==> src/rtl/match_pkg.sv <==
// Shared encodings for the match sequencer: FSM states, winner codes,
// button bit positions and the saturating round-win increment.
package match_pkg;

  typedef enum logic [2:0] {
    ST_ATTRACT    = 3'd0,
    ST_INTRO      = 3'd1,
    ST_FIGHT      = 3'd2,
    ST_KO         = 3'd3,
    ST_MATCH_OVER = 3'd4
  } match_state_t;

  localparam logic [1:0] WIN_NONE = 2'd0;
  localparam logic [1:0] WIN_P1   = 2'd1;
  localparam logic [1:0] WIN_P2   = 2'd2;

  localparam int BTN_LEFT   = 2;
  localparam int BTN_RIGHT  = 1;
  localparam int BTN_ATTACK = 0;

  function automatic logic [1:0] sat_inc(input logic [1:0] v);
    return (v == 2'd3) ? v : v + 2'd1;
  endfunction

endpackage

==> src/rtl/match_controller_frame_tick_gen.sv <==
// Free-running frame divider: one-clk registered strobe every FRAME_DIV clocks,
// first strobe FRAME_DIV clocks after reset release.
module frame_tick_gen #(
  parameter int FRAME_DIV = 833333
) (
  input  logic clk,
  input  logic reset_n,
  output logic frame_tick
);

  localparam int W = $clog2(FRAME_DIV);
  localparam logic [W-1:0] LAST = W'(FRAME_DIV - 1);
  localparam logic [W-1:0] ONE  = W'(1);

  logic [W-1:0] div_cnt;

  always_ff @(posedge clk or negedge reset_n) begin
    if (!reset_n) begin
      div_cnt    <= '0;
      frame_tick <= 1'b0;
    end else begin
      frame_tick <= (div_cnt == LAST);
      div_cnt    <= (div_cnt == LAST) ? '0 : div_cnt + ONE;
    end
  end

endmodule

==> src/rtl/match_controller.sv <==
// Round/match sequencer above the two player FSMs: paces frames, holds players
// in reset between rounds, gates buttons, scores KOs and declares the winner.
module match_controller
  import match_pkg::*;
#(
  parameter int FRAME_DIV     = 833333,
  parameter int INTRO_FRAMES  = 180,
  parameter int KO_FRAMES     = 120,
  parameter int ROUNDS_TO_WIN = 2
) (
  input  logic       clk,
  input  logic       reset_n,
  input  logic       start,
  input  logic       p1_died,
  input  logic       p2_died,
  input  logic [2:0] p1_buttons_in,
  input  logic [2:0] p2_buttons_in,
  output logic       frame_tick,
  output logic [2:0] p1_buttons,
  output logic [2:0] p2_buttons,
  output logic       player_rst,
  output logic [2:0] match_state,
  output logic [1:0] p1_wins,
  output logic [1:0] p2_wins,
  output logic [1:0] winner
);

  localparam int MAX_FRAMES = (INTRO_FRAMES > KO_FRAMES) ? INTRO_FRAMES : KO_FRAMES;
  localparam int CW = $clog2(MAX_FRAMES) + 1;
  localparam logic [CW-1:0] INTRO_LAST = CW'(INTRO_FRAMES - 1);
  localparam logic [CW-1:0] KO_LAST    = CW'(KO_FRAMES - 1);
  localparam logic [CW-1:0] CNT_ONE    = CW'(1);
  localparam logic [1:0]    WIN_TARGET = 2'(ROUNDS_TO_WIN);

  match_state_t  state;
  logic [CW-1:0] frame_cnt;
  logic          start_q;
  logic          fight_en;
  logic          start_edge;

  frame_tick_gen #(.FRAME_DIV(FRAME_DIV)) u_tick (
    .clk        (clk),
    .reset_n    (reset_n),
    .frame_tick (frame_tick)
  );

  assign start_edge  = start & ~start_q;
  assign match_state = state;

  // Gating stays combinational so the player FSMs see buttons without extra delay.
  assign p1_buttons = p1_buttons_in & {3{fight_en}};
  assign p2_buttons = p2_buttons_in & {3{fight_en}};

  always_ff @(posedge clk or negedge reset_n) begin
    if (!reset_n) begin
      state      <= ST_ATTRACT;
      frame_cnt  <= '0;
      start_q    <= 1'b0;
      fight_en   <= 1'b0;
      player_rst <= 1'b1;
      p1_wins    <= 2'd0;
      p2_wins    <= 2'd0;
      winner     <= WIN_NONE;
    end else begin
      start_q <= start;
      case (state)
        ST_ATTRACT, ST_MATCH_OVER: begin
          if (start_edge) begin
            state      <= ST_INTRO;
            frame_cnt  <= '0;
            player_rst <= 1'b1;
            p1_wins    <= 2'd0;
            p2_wins    <= 2'd0;
            winner     <= WIN_NONE;
          end
        end
        ST_INTRO: begin
          if (frame_tick) begin
            if (frame_cnt == INTRO_LAST) begin
              state      <= ST_FIGHT;
              frame_cnt  <= '0;
              player_rst <= 1'b0;
              fight_en   <= 1'b1;
            end else begin
              frame_cnt <= frame_cnt + CNT_ONE;
            end
          end
        end
        ST_FIGHT: begin
          // Only the first died cycle scores; KO ignores later flags.
          if (p1_died || p2_died) begin
            state     <= ST_KO;
            frame_cnt <= '0;
            fight_en  <= 1'b0;
            if (p1_died && !p2_died) p2_wins <= sat_inc(p2_wins);
            if (p2_died && !p1_died) p1_wins <= sat_inc(p1_wins);
          end
        end
        ST_KO: begin
          if (frame_tick) begin
            if (frame_cnt == KO_LAST) begin
              frame_cnt  <= '0;
              player_rst <= 1'b1;
              if (p1_wins == WIN_TARGET) begin
                state  <= ST_MATCH_OVER;
                winner <= WIN_P1;
              end else if (p2_wins == WIN_TARGET) begin
                state  <= ST_MATCH_OVER;
                winner <= WIN_P2;
              end else begin
                state <= ST_INTRO;
              end
            end else begin
              frame_cnt <= frame_cnt + CNT_ONE;
            end
          end
        end
        default: begin
          state      <= ST_ATTRACT;
          frame_cnt  <= '0;
          fight_en   <= 1'b0;
          player_rst <= 1'b1;
        end
      endcase
    end
  end

endmodule

==> config.mk <==
export PLATFORM = sky130hd
export DESIGN_NAME = match_controller
export DESIGN_NICKNAME = d
export VERILOG_FILES = /design/src/rtl/match_pkg.sv /design/src/rtl/match_controller_frame_tick_gen.sv /design/src/rtl/match_controller.sv
export SDC_FILE = /design/constraint.sdc
export NUM_CORES = 1
export LEC_CHECK = 0
export CAP_MARGIN = 20
export CORE_MARGIN = 1.5
export CORE_UTILIZATION = 55
export CTS_CLUSTER_SIZE = 30
export DETAILED_ROUTE_END_ITERATION = 8
export HOLD_SLACK_MARGIN = 0.08
export MAX_ROUTING_LAYER = met4
export PLACE_DENSITY = 0.79
export SYNTH_ARGS = -nofsm -noshare
export SYNTH_HDL_FRONTEND = slang
export SYNTH_SLANG_ARGS = --single-unit
export TNS_END_PERCENT = 1
==> constraint.sdc <==
create_clock -name clk -period 2.38 [get_ports clk]
set_input_delay 0.238 -clock clk [delete_from_list [all_inputs] [get_ports clk]]
set_output_delay 0.238 -clock clk [all_outputs]
set_load 0.02 [all_outputs]
==> results.sh, run 1 <==
export IMPL_ios=28
export IMPL_timing_final_hold_violations=0
export IMPL_synth_top_area_share_pct=44.9
export IMPL_place_ws_ns=0.552
export IMPL_port_buffers=27
export IMPL_grtUsageTotal_pct=21.8
export IMPL_cp_required_ns=2.14
export IMPL_drc_errors=0
export IMPL_synthCells=232
export IMPL_post_cts_resize_count=0
export IMPL_synth_area_leader_cell="dfrtp_1"
export IMPL_arrival_ns=1.66
export IMPL_slew_headroom_pct=39.7
export IMPL_worst_slew_pin_slew_ns=0.904
export IMPL_min_period_over_period_pct=79.6
export IMPL_path_buf_inv=1
export IMPL_die_h_um=67.5
export IMPL_cts_root_buf="clkbuf_8"
export IMPL_hold_class="in2async"
export IMPL_setup_tns_final_ns=0
export IMPL_netlist_cell_type_count=47
export IMPL_cap_viol_max_count=0
export IMPL_synthArstFlopShare_pct=100
export IMPL_die_w_um=67.5
export IMPL_core_um2=4000
export IMPL_wl_mm=4.37
export IMPL_syn_nets=250
export IMPL_diodes=0
export IMPL_worstPathCellList="clkdlybuf4s50_1"
export IMPL_synthTopCellsByArea="dfrtp_1 (45%), xor2_1 (6.5%), nor2_1 (5.4%)"
export IMPL_slew_viol_final=0
export IMPL_fin_ws_ns=0.484
export IMPL_cp_top_family="buffers and inverters"
export IMPL_startpoint_type="flop"
export IMPL_cts_buffer_depth=2
export IMPL_wl_per_cell_um=14.0
export IMPL_vias_per_cell=5.60
export IMPL_area_delta_synth_final_pct=17.7
export IMPL_clkLatencyLatePin_ns=0.29
export IMPL_htreeDepth=2
export IMPL_slowest_stage="clkdlybuf4s50_1"
export IMPL_end_kind="primary output"
export IMPL_rsz0062_at_grt="false"
export IMPL_fmax_ghz=0.528
export IMPL_ys_flop_type="dfrtp_1"
export IMPL_clock_skew_ns=0.00343
export IMPL_r2r_cells=6
export IMPL_powerDensity_nw_per_um2=876
export IMPL_grt_max_degree=43
export IMPL_critPathKind="reg2out"
export IMPL_numCtsBuffers=5
export IMPL_finalSetupViolations=0
export IMPL_cp_num_cells=1
export IMPL_layout_drive_gt1_share_pct=8.75
export IMPL_avgSynthCellArea_um2=9.85
export IMPL_clkSinkCount=42
export IMPL_instances_no_fill=313
export IMPL_antenna_found_initial=0
export IMPL_synth_seq_cells=42
export IMPL_finish_net_count=280
export IMPL_syn_area_um2=2290
export IMPL_fillCellCount=331
export IMPL_post_dp_hpwl_mm=3.12
export IMPL_ir_worst_vdd_mv=0.465
export IMPL_grt_overflow=0
export IMPL_first_global_vias=1602
export IMPL_vias=1752
export IMPL_dieArea_um2=4550
export IMPL_cts_setup_buffers=0
export IMPL_yosysWarnings=0
export IMPL_outcome="complete, no violations"
export IMPL_initial_core_util_pct=57.1
export IMPL_cts_tree="yes"
export IMPL_path_clk_slew_ns=0.08
export IMPL_cp_slowest_stage_delay_ns=0.71
export IMPL_dp_cells=305
export IMPL_dr_pass1_iters=4
export IMPL_synth_edf_count=0
export IMPL_gp_congestion=0.911
export IMPL_detail_route_antenna_nets=0
export IMPL_ys_seq_area_share_pct=46.0
export IMPL_crit_fanout=14
export IMPL_ctsHoldBuffers=0
export IMPL_p_leak_nw=1.20
export IMPL_placementRows=23
export IMPL_grt_first_pass_wirelength_mm=7.04
export IMPL_fin_crit_ns=1.90
export IMPL_drt_iter0_markers=79
[worst paths after layout]
path | start | end | slack, ns
max in group asynchronous | reset_n | u_tick.div_cnt[19] | 1.75
min reg2reg | u_tick.div_cnt[19] | u_tick.div_cnt[19] | 0.48
min | reset_n | p1_wins[0] | 0.06
max reg2reg | frame_cnt[0] | match_state[0] | 0.52
min in group clk | start | start_q | 0.44
max | match_state[0] | match_state[0] | 0.48
[per-layer routing]
| layer | wire, µm | GRT usage [%] | vias to the layer above |
|---|---|---|---|
| met5 | 0 | - | - |
| met2 | 2060 | 34.1 | 47 |
| met3 | 209 | 5.33 | 7 |
| met4 | 95 | 11.7 | 0 |
| met1 | 2010 | 26.0 | 838 |
| li1 | - | - | 860 |
[registers in the layout, summed over array words and instances, names as in the netlist]
name / count
frame_cnt: 9
start_q: 1
player_rst: 1
fight_en: 1
p2_wins: 2
p1_wins: 2
match_state: 3
u_tick.div_cnt: 20
winner: 2
u_tick.frame_tick: 1
[metrics by stage]
step                      total power, mW  util (%)  hold slack [ns]  area, µm²
final                                2.36      67.3           0.0594       2690
after global routing                 2.51      67.3            0.150       2690
after CTS                            2.38      67.3            0.101       2690
after detailed placement             1.90      64.9            0.427       2590
after global placement               1.89      64.9            0.421       2590
after floorplan                      1.61         -          -0.0576       2290
[cell usage after synthesis (2+ instances only)]
cell      instances
and2_1            6
a21oi_1           3
a22o_1            2
nor2b_1           2
xor2_1           17
clkbuf_1          2
nor3_1            2
nand3_1          16
and4_1            2
nand2b_1          4
xnor2_1           6
nor4b_1           2
nor3b_1           3
ha_1              7
buf_2             3
mux2i_1           3
and4bb_4          2
nand2_1          23
o21ai_0           6
and3_1            6
a21oi_2           2
nand4_1           5
nor2_1           33
nor4_2            2
inv_1             6
mux2_1            2
dfrtp_1          41
o21ai_1           5
[area by class of cell]
cell class	instances	area, µm²	area share [%]
multi-input combinational	178	1180	43.8
sequential	42	1050	39.1
timing repair buffer	29	280	10.4
clock buffer	6	82.6	3.07
tap	50	62.6	2.33
inverter	6	22.5	0.837
clock inverter	2	12.5	0.465
[kinds of logic after synthesis]
logic type / synth area share [%]
muxes: 2.96
and+or+nand+nor: 27.8
xor gates and xnor gates: 8.81
AOI/OAI and AO/OA: 8.16
adders and majority gates: 3.83
DFF: 46.0
buffers and inverters: 2.46
[placed cells by master, fill, tap and decap left out, drive strengths merged, types with 3 or more instances in the layout]
cell type	instances
buf	3
xor2	17
ha	7
nor3b	4
nand2	23
nor2	33
xnor2	6
nand3	16
dfrtp	41
and2	6
nand2b	4
and3	6
nand4	5
clkbuf	6
mux2	3
mux2i	3
a21oi	5
o21ai	11
clkdlybuf4s50	26
inv	6
[power by group]
part | switching [mW] | total, mW | internal, mW
Clock | 0.242 | 0.475 | 0.233
Sequential | 0.163 | 0.974 | 0.812
Combinational | 0.473 | 0.907 | 0.434
Total | 0.878 | 2.36 | 1.48
Power figures use the tool's default switching activity.
==> inputs of run 2 (changes only) <==
CORE_UTILIZATION = 50   (was 55)
PLACE_DENSITY = 0.76   (was 0.79)
clock period = 1.6 ns   (was 2.38 ns; I/O delays follow)
==> results.sh, run 2 (synthesized netlist as in run 1, its figures left out) <==
export IMPL_instances_no_fill=355
export IMPL_post_dp_hpwl_mm=3.39
export IMPL_rsz0062_at_grt="true"
export IMPL_cts_tree="yes"
export IMPL_diodes=0
export IMPL_vias=1912
export IMPL_placementRows=24
export IMPL_numCtsBuffers=5
export IMPL_slowest_stage="dfrtp_1"
export IMPL_dr_pass1_iters=5
export IMPL_layout_drive_gt1_share_pct=23.4
export IMPL_vias_per_cell=5.39
export IMPL_layout_common_cells="dfrtp_1 (41), buf_4 (41), nor2_1 (31)"
export IMPL_hold_slack_ns=0.379
export IMPL_powerDensity_nw_per_um2=1280
export IMPL_grt_first_pass_wirelength_mm=8.34
export IMPL_place_ws_ns=-0.156
export IMPL_first_global_vias=1910
export IMPL_grtUsageTotal_pct=21.8
export IMPL_clkSinkCount=42
export IMPL_grt_max_degree=43
export IMPL_port_buffers=27
export IMPL_dieArea_um2=4990
export IMPL_end_kind="flop"
export IMPL_slew_viol_final=0
export IMPL_startpoint_type="flop"
export IMPL_wl_mm=5.01
export IMPL_cp_slowest_stage_delay_ns=0.36
export IMPL_fin_ws_ns=-0.109
export IMPL_wl_per_cell_um=14.1
export IMPL_fmax_ghz=0.585
export IMPL_htreeDepth=2
export IMPL_met2_usage_pct=37.7
export IMPL_met1_usage_pct=24.2
export IMPL_die_w_um=70.6
export IMPL_cap_viol_max_count=0
export IMPL_drc_errors=0
export IMPL_path_buf_inv=0
export IMPL_worstPathCellList="ha_2 > and4b_1 > a31oi_1 > a21oi_2 > o21a_4 > mux2_4"
export IMPL_gp_congestion=0.835
export IMPL_grt_use_met3_pct=4.84
export IMPL_slew_headroom_pct=64.7
export IMPL_clock_skew_ns=0.00870
export IMPL_area_delta_synth_final_pct=33.4
export IMPL_clkLatencyLatePin_ns=0.29
export IMPL_top_register="u_tick.div_cnt"
export IMPL_cts_buffer_depth=2
export IMPL_power_total_mw=3.89
export IMPL_initial_core_util_pct=52.1
export IMPL_antenna_found_initial=0
export IMPL_outcome="finished with violations"
export IMPL_grt_overflow=0
export IMPL_detail_route_antenna_nets=0
export IMPL_dp_cells=342
export IMPL_finish_net_count=320
export IMPL_hold_class="in2reg"
export IMPL_ir_worst_vdd_mv=0.586
export IMPL_grt_busiest_layer="met2"
export IMPL_cp_required_ns=1.78
export IMPL_core_um2=4380
export IMPL_crit_fanout=6
export IMPL_drt_iter0_markers=119
export IMPL_die_h_um=70.6
export IMPL_cts_root_buf="clkbuf_8"
export IMPL_ios=28
export IMPL_finalSetupViolations=13
export IMPL_timing_final_hold_violations=0
export IMPL_violations="setup timing"
export IMPL_critPathKind="reg2reg"
export IMPL_largest_register_ffs=20
export IMPL_worst_slew_pin_slew_ns=0.530
export IMPL_cp_top_family="compound AO/OA/AOI/OAI gates"
export IMPL_min_period_over_period_pct=107
export IMPL_path_clk_slew_ns=0.08
export IMPL_fin_crit_ns=1.71
export IMPL_p_leak_nw=1.49
export IMPL_arrival_ns=1.89
==> run 2: cell count changes in the layout (fill, tap and decap cells not counted), sizes merged <==
cell,previous run,this run
buf,3,42
clkdlybuf4s50,26,15
dlymetal6s2s,0,2
clkinvlp,1,0
dlygate4sd2,0,9
dlygate4sd3,0,1
clkbuf,6,7
==> run 2: per-layer routing <==
metal	part of all wire, %	vias up
li1	-	943
met1	41	906
met2	51	51
met3	4.6	12
met4	2.4	0
met5	0	-
==> run 2: through the flow <==
step	utilization (%)	instance area [µm²]	TNS, ns
finish	69.6	3050	-0.477
CTS	69.0	3030	-0.336
global route	69.6	3050	-2.55
global placement	65.3	2860	-0.727
detailed placement	65.3	2860	-2.02
floorplan	-	2290	-0.440
==> run 2: repair_timing <==
action                     4_1_cts  5_1_grt
hold endpoints to repair        41        0
hold buffers                     1        0
pin swaps                        6        3
gates resized for setup         19        4
setup endpoints to repair       31       36
setup buffers                    3        1
==> run 2: path summary, 6_finish.rpt <==
| path | start | end | slack (ns) | cells after the start |
|---|---|---|---|---|
| worst min register to register | winner[0] | winner[0] | 0.51 | 1 |
| worst max-delay path | frame_cnt[0] | match_state[0] | -0.11 | 6 |
| min in group asynchronous | reset_n | match_state[1] | 0.45 | 3 |
| worst max register to register | frame_cnt[0] | match_state[0] | -0.11 | 6 |
| worst min-delay path | start | start_q | 0.38 | 1 |
| max in group asynchronous | reset_n | u_tick.div_cnt[15] | 0.77 | 3 |
==> run 2: cell type report <==
type	count	area (µm²)
clock buffers	7	86.3
clock inverters	1	5.00
fillers	332	1330
inverters	6	22.5
multi-input cells	178	1240
flip-flops and latches	42	1050
well taps	52	65.1
repair buffers	69	577
==> run 2: power by group <==
group	total, mW	switching, mW	internal [mW]
combinational	1.83	0.929	0.905
clock	0.706	0.358	0.348
sequential	1.35	0.142	1.21
total	3.89	1.43	2.46
==> inputs of run 3 (changes only) <==
CORE_UTILIZATION = 52   (was 50)
CTS_BUF_LIST = sky130_fd_sc_hd__clkbuf_2   (was unset)
PLACE_DENSITY = 0.78   (was 0.76)
==> results.sh, run 3 (synthesized netlist as in run 1, its figures left out) <==
export IMPL_critPathKind="reg2reg"
export IMPL_cp_startpoint="frame_cnt[0]"
export IMPL_path_clk_slew_ns=0.22
export IMPL_highest_layer="met4"
export IMPL_drt_iter0_markers=74
export IMPL_outcome="finished with violations"
export IMPL_cap_viol_max_count=0
export IMPL_final_common_cell="dfrtp_1"
export IMPL_worstPathCellList="ha_2 > and4b_1 > a31oi_1 > a21oi_2 > o21a_4 > mux2_4"
export IMPL_fin_crit_ns=1.69
export IMPL_cp_top_family="compound AO/OA/AOI/OAI gates"
export IMPL_antenna_found_initial=0
export IMPL_min_period_over_period_pct=105
export IMPL_startpoint_type="flop"
export IMPL_p_leak_nw=1.47
export IMPL_slew_viol_final=0
export IMPL_diodes=0
export IMPL_vias_per_cell=5.47
export IMPL_clock_skew_ns=0.0236
export IMPL_slew_headroom_pct=64.3
export IMPL_r2r_start="frame_cnt[0]"
export IMPL_first_global_vias=1865
export IMPL_cp_num_cells=6
export IMPL_core_um2=4120
export IMPL_grt_overflow=0
export IMPL_die_h_um=69.3
export IMPL_dr_pass1_iters=4
export IMPL_die_w_um=69.3
export IMPL_post_dp_hpwl_mm=3.52
export IMPL_wl_met1_mm=2.28
export IMPL_worst_slew_pin_slew_ns=0.536
export IMPL_grtUsageTotal_pct=22.5
export IMPL_ios=28
export IMPL_r2r_cells=6
export IMPL_hold_class="in2reg"
export IMPL_clkLatencyLatePin_ns=0.42
export IMPL_wl_met3_um=205
export IMPL_port_buffers=27
export IMPL_grt_max_degree=43
export IMPL_initial_core_util_pct=55.5
export IMPL_placementRows=23
export IMPL_power_total_mw=3.87
export IMPL_finalSetupViolations=12
export IMPL_holdPathStages=1
export IMPL_dieArea_um2=4800
export IMPL_cts_root_buf="clkbuf_2"
export IMPL_cp_required_ns=1.92
export IMPL_wl_met2_mm=2.33
export IMPL_slowest_stage="dfrtp_1"
export IMPL_vias=1913
export IMPL_cts_buffer_depth=2
export IMPL_detail_route_antenna_nets=0
export IMPL_largest_register_ffs=20
export IMPL_cts_tree="yes"
export IMPL_hold_slack_ns=0.221
export IMPL_wl_mm=4.91
export IMPL_timing_final_hold_violations=0
export IMPL_arrival_ns=2.01
export IMPL_layout_common_cells="dfrtp_1 (40), buf_4 (37), nor2_1 (30)"
export IMPL_cp_slowest_stage_delay_ns=0.40
export IMPL_rsz0062_at_grt="true"
export IMPL_finish_net_count=317
export IMPL_htreeDepth=2
export IMPL_rrSetupSlack_ns=-0.09
export IMPL_wl_per_cell_um=14.0
export IMPL_ir_worst_vdd_mv=0.733
export IMPL_drc_errors=0
export IMPL_area_delta_synth_final_pct=33.0
export IMPL_path_buf_inv=0
export IMPL_layout_drive_gt1_share_pct=24.3
export IMPL_fmax_ghz=0.593
export IMPL_fin_ws_ns=-0.0872
export IMPL_r2r_end="match_state[2]"
export IMPL_gp_congestion=0.857
export IMPL_numCtsBuffers=5
export IMPL_clkSinkCount=42
export IMPL_grt_first_pass_wirelength_mm=8.45
export IMPL_crit_path_end="match_state[2]"
export IMPL_crit_fanout=5
export IMPL_powerDensity_nw_per_um2=1270
export IMPL_top_register="u_tick.div_cnt"
export IMPL_violations="setup timing"
export IMPL_end_kind="flop"
[run 3: cell count changes in the layout (fill, tap and decap cells not counted), sizes merged, moves of 2 or more]
cell	delta
dlygate4sd2	+7
clkdlybuf4s50	-6
buf	-3
bufinv	+2
clkbuf	-2
dlymetal6s2s	-2
[run 3: report_power, final]
part | internal (mW) | switching [mW] | leakage (nW)
registers | 1.21 | 0.141 | 0.555
logic | 0.830 | 0.924 | 0.860
clock network | 0.416 | 0.349 | 0.0506
total | 2.46 | 1.41 | 1.47
[run 3: repair_timing]
item | 4_1_cts | 5_1_grt
setup buffers | 1 | 1
resized for setup | 24 | 14
pin swaps | 3 | 8
endpoints found under the setup margin | 39 | 42
hold buffers | 1 | 0
hold endpoints to repair | 41 | 0
[run 3: area by class of cell]
class	instances	area [µm²]
clock buffer	5	25.0
clock inverter	3	63.8
fill	317	1070
inverter	6	22.5
multi-input combinational	178	1270
sequential	42	1050
tap	50	62.6
timing repair buffer	66	544
[run 3: routing by layer]
layer	GRT usage (%)	vias to the layer above
met5	-	-
met4	7.63	0
met3	5.52	10
met2	34.6	44
met1	29.4	926
li1	-	933
[run 3: how the worst min path moves through the flow]
stage | start | slack, ns | end
6_report | start | 0.22 | start_q
5_1_grt | start | 0.18 | start_q
4_1_cts | start | 0.20 | start_q
3_5_place_dp | reset_n | 0.26 | p1_wins[0]
3_3_place_gp | reset_n | 0.26 | p1_wins[1]
2_1_floorplan | reset_n | -0.14 | fight_en
[run 3: through the flow]
step	TNS, ns	setup slack (ns)	utilization (%)	instance area (µm²)	cells
final	-0.375	-0.0872	73.9	3040	350
after global routing	-3.36	-0.178	73.9	3040	350
after CTS	-0.326	-0.0940	72.2	2970	349
after detailed placement	-1.04	-0.0704	69.3	2850	339
after global placement	-0.312	-0.0445	69.3	2850	339
after floorplan	-0.440	-0.122	-	2290	232
[run 3: worst reg2reg max path, stage by stage, from the launching register on]
cell     delay, ns
dfrtp_1       0.40
ha_2          0.19
and4b_1       0.24
a31oi_1       0.11
a21oi_2       0.15
o21a_4        0.20
mux2_4        0.30
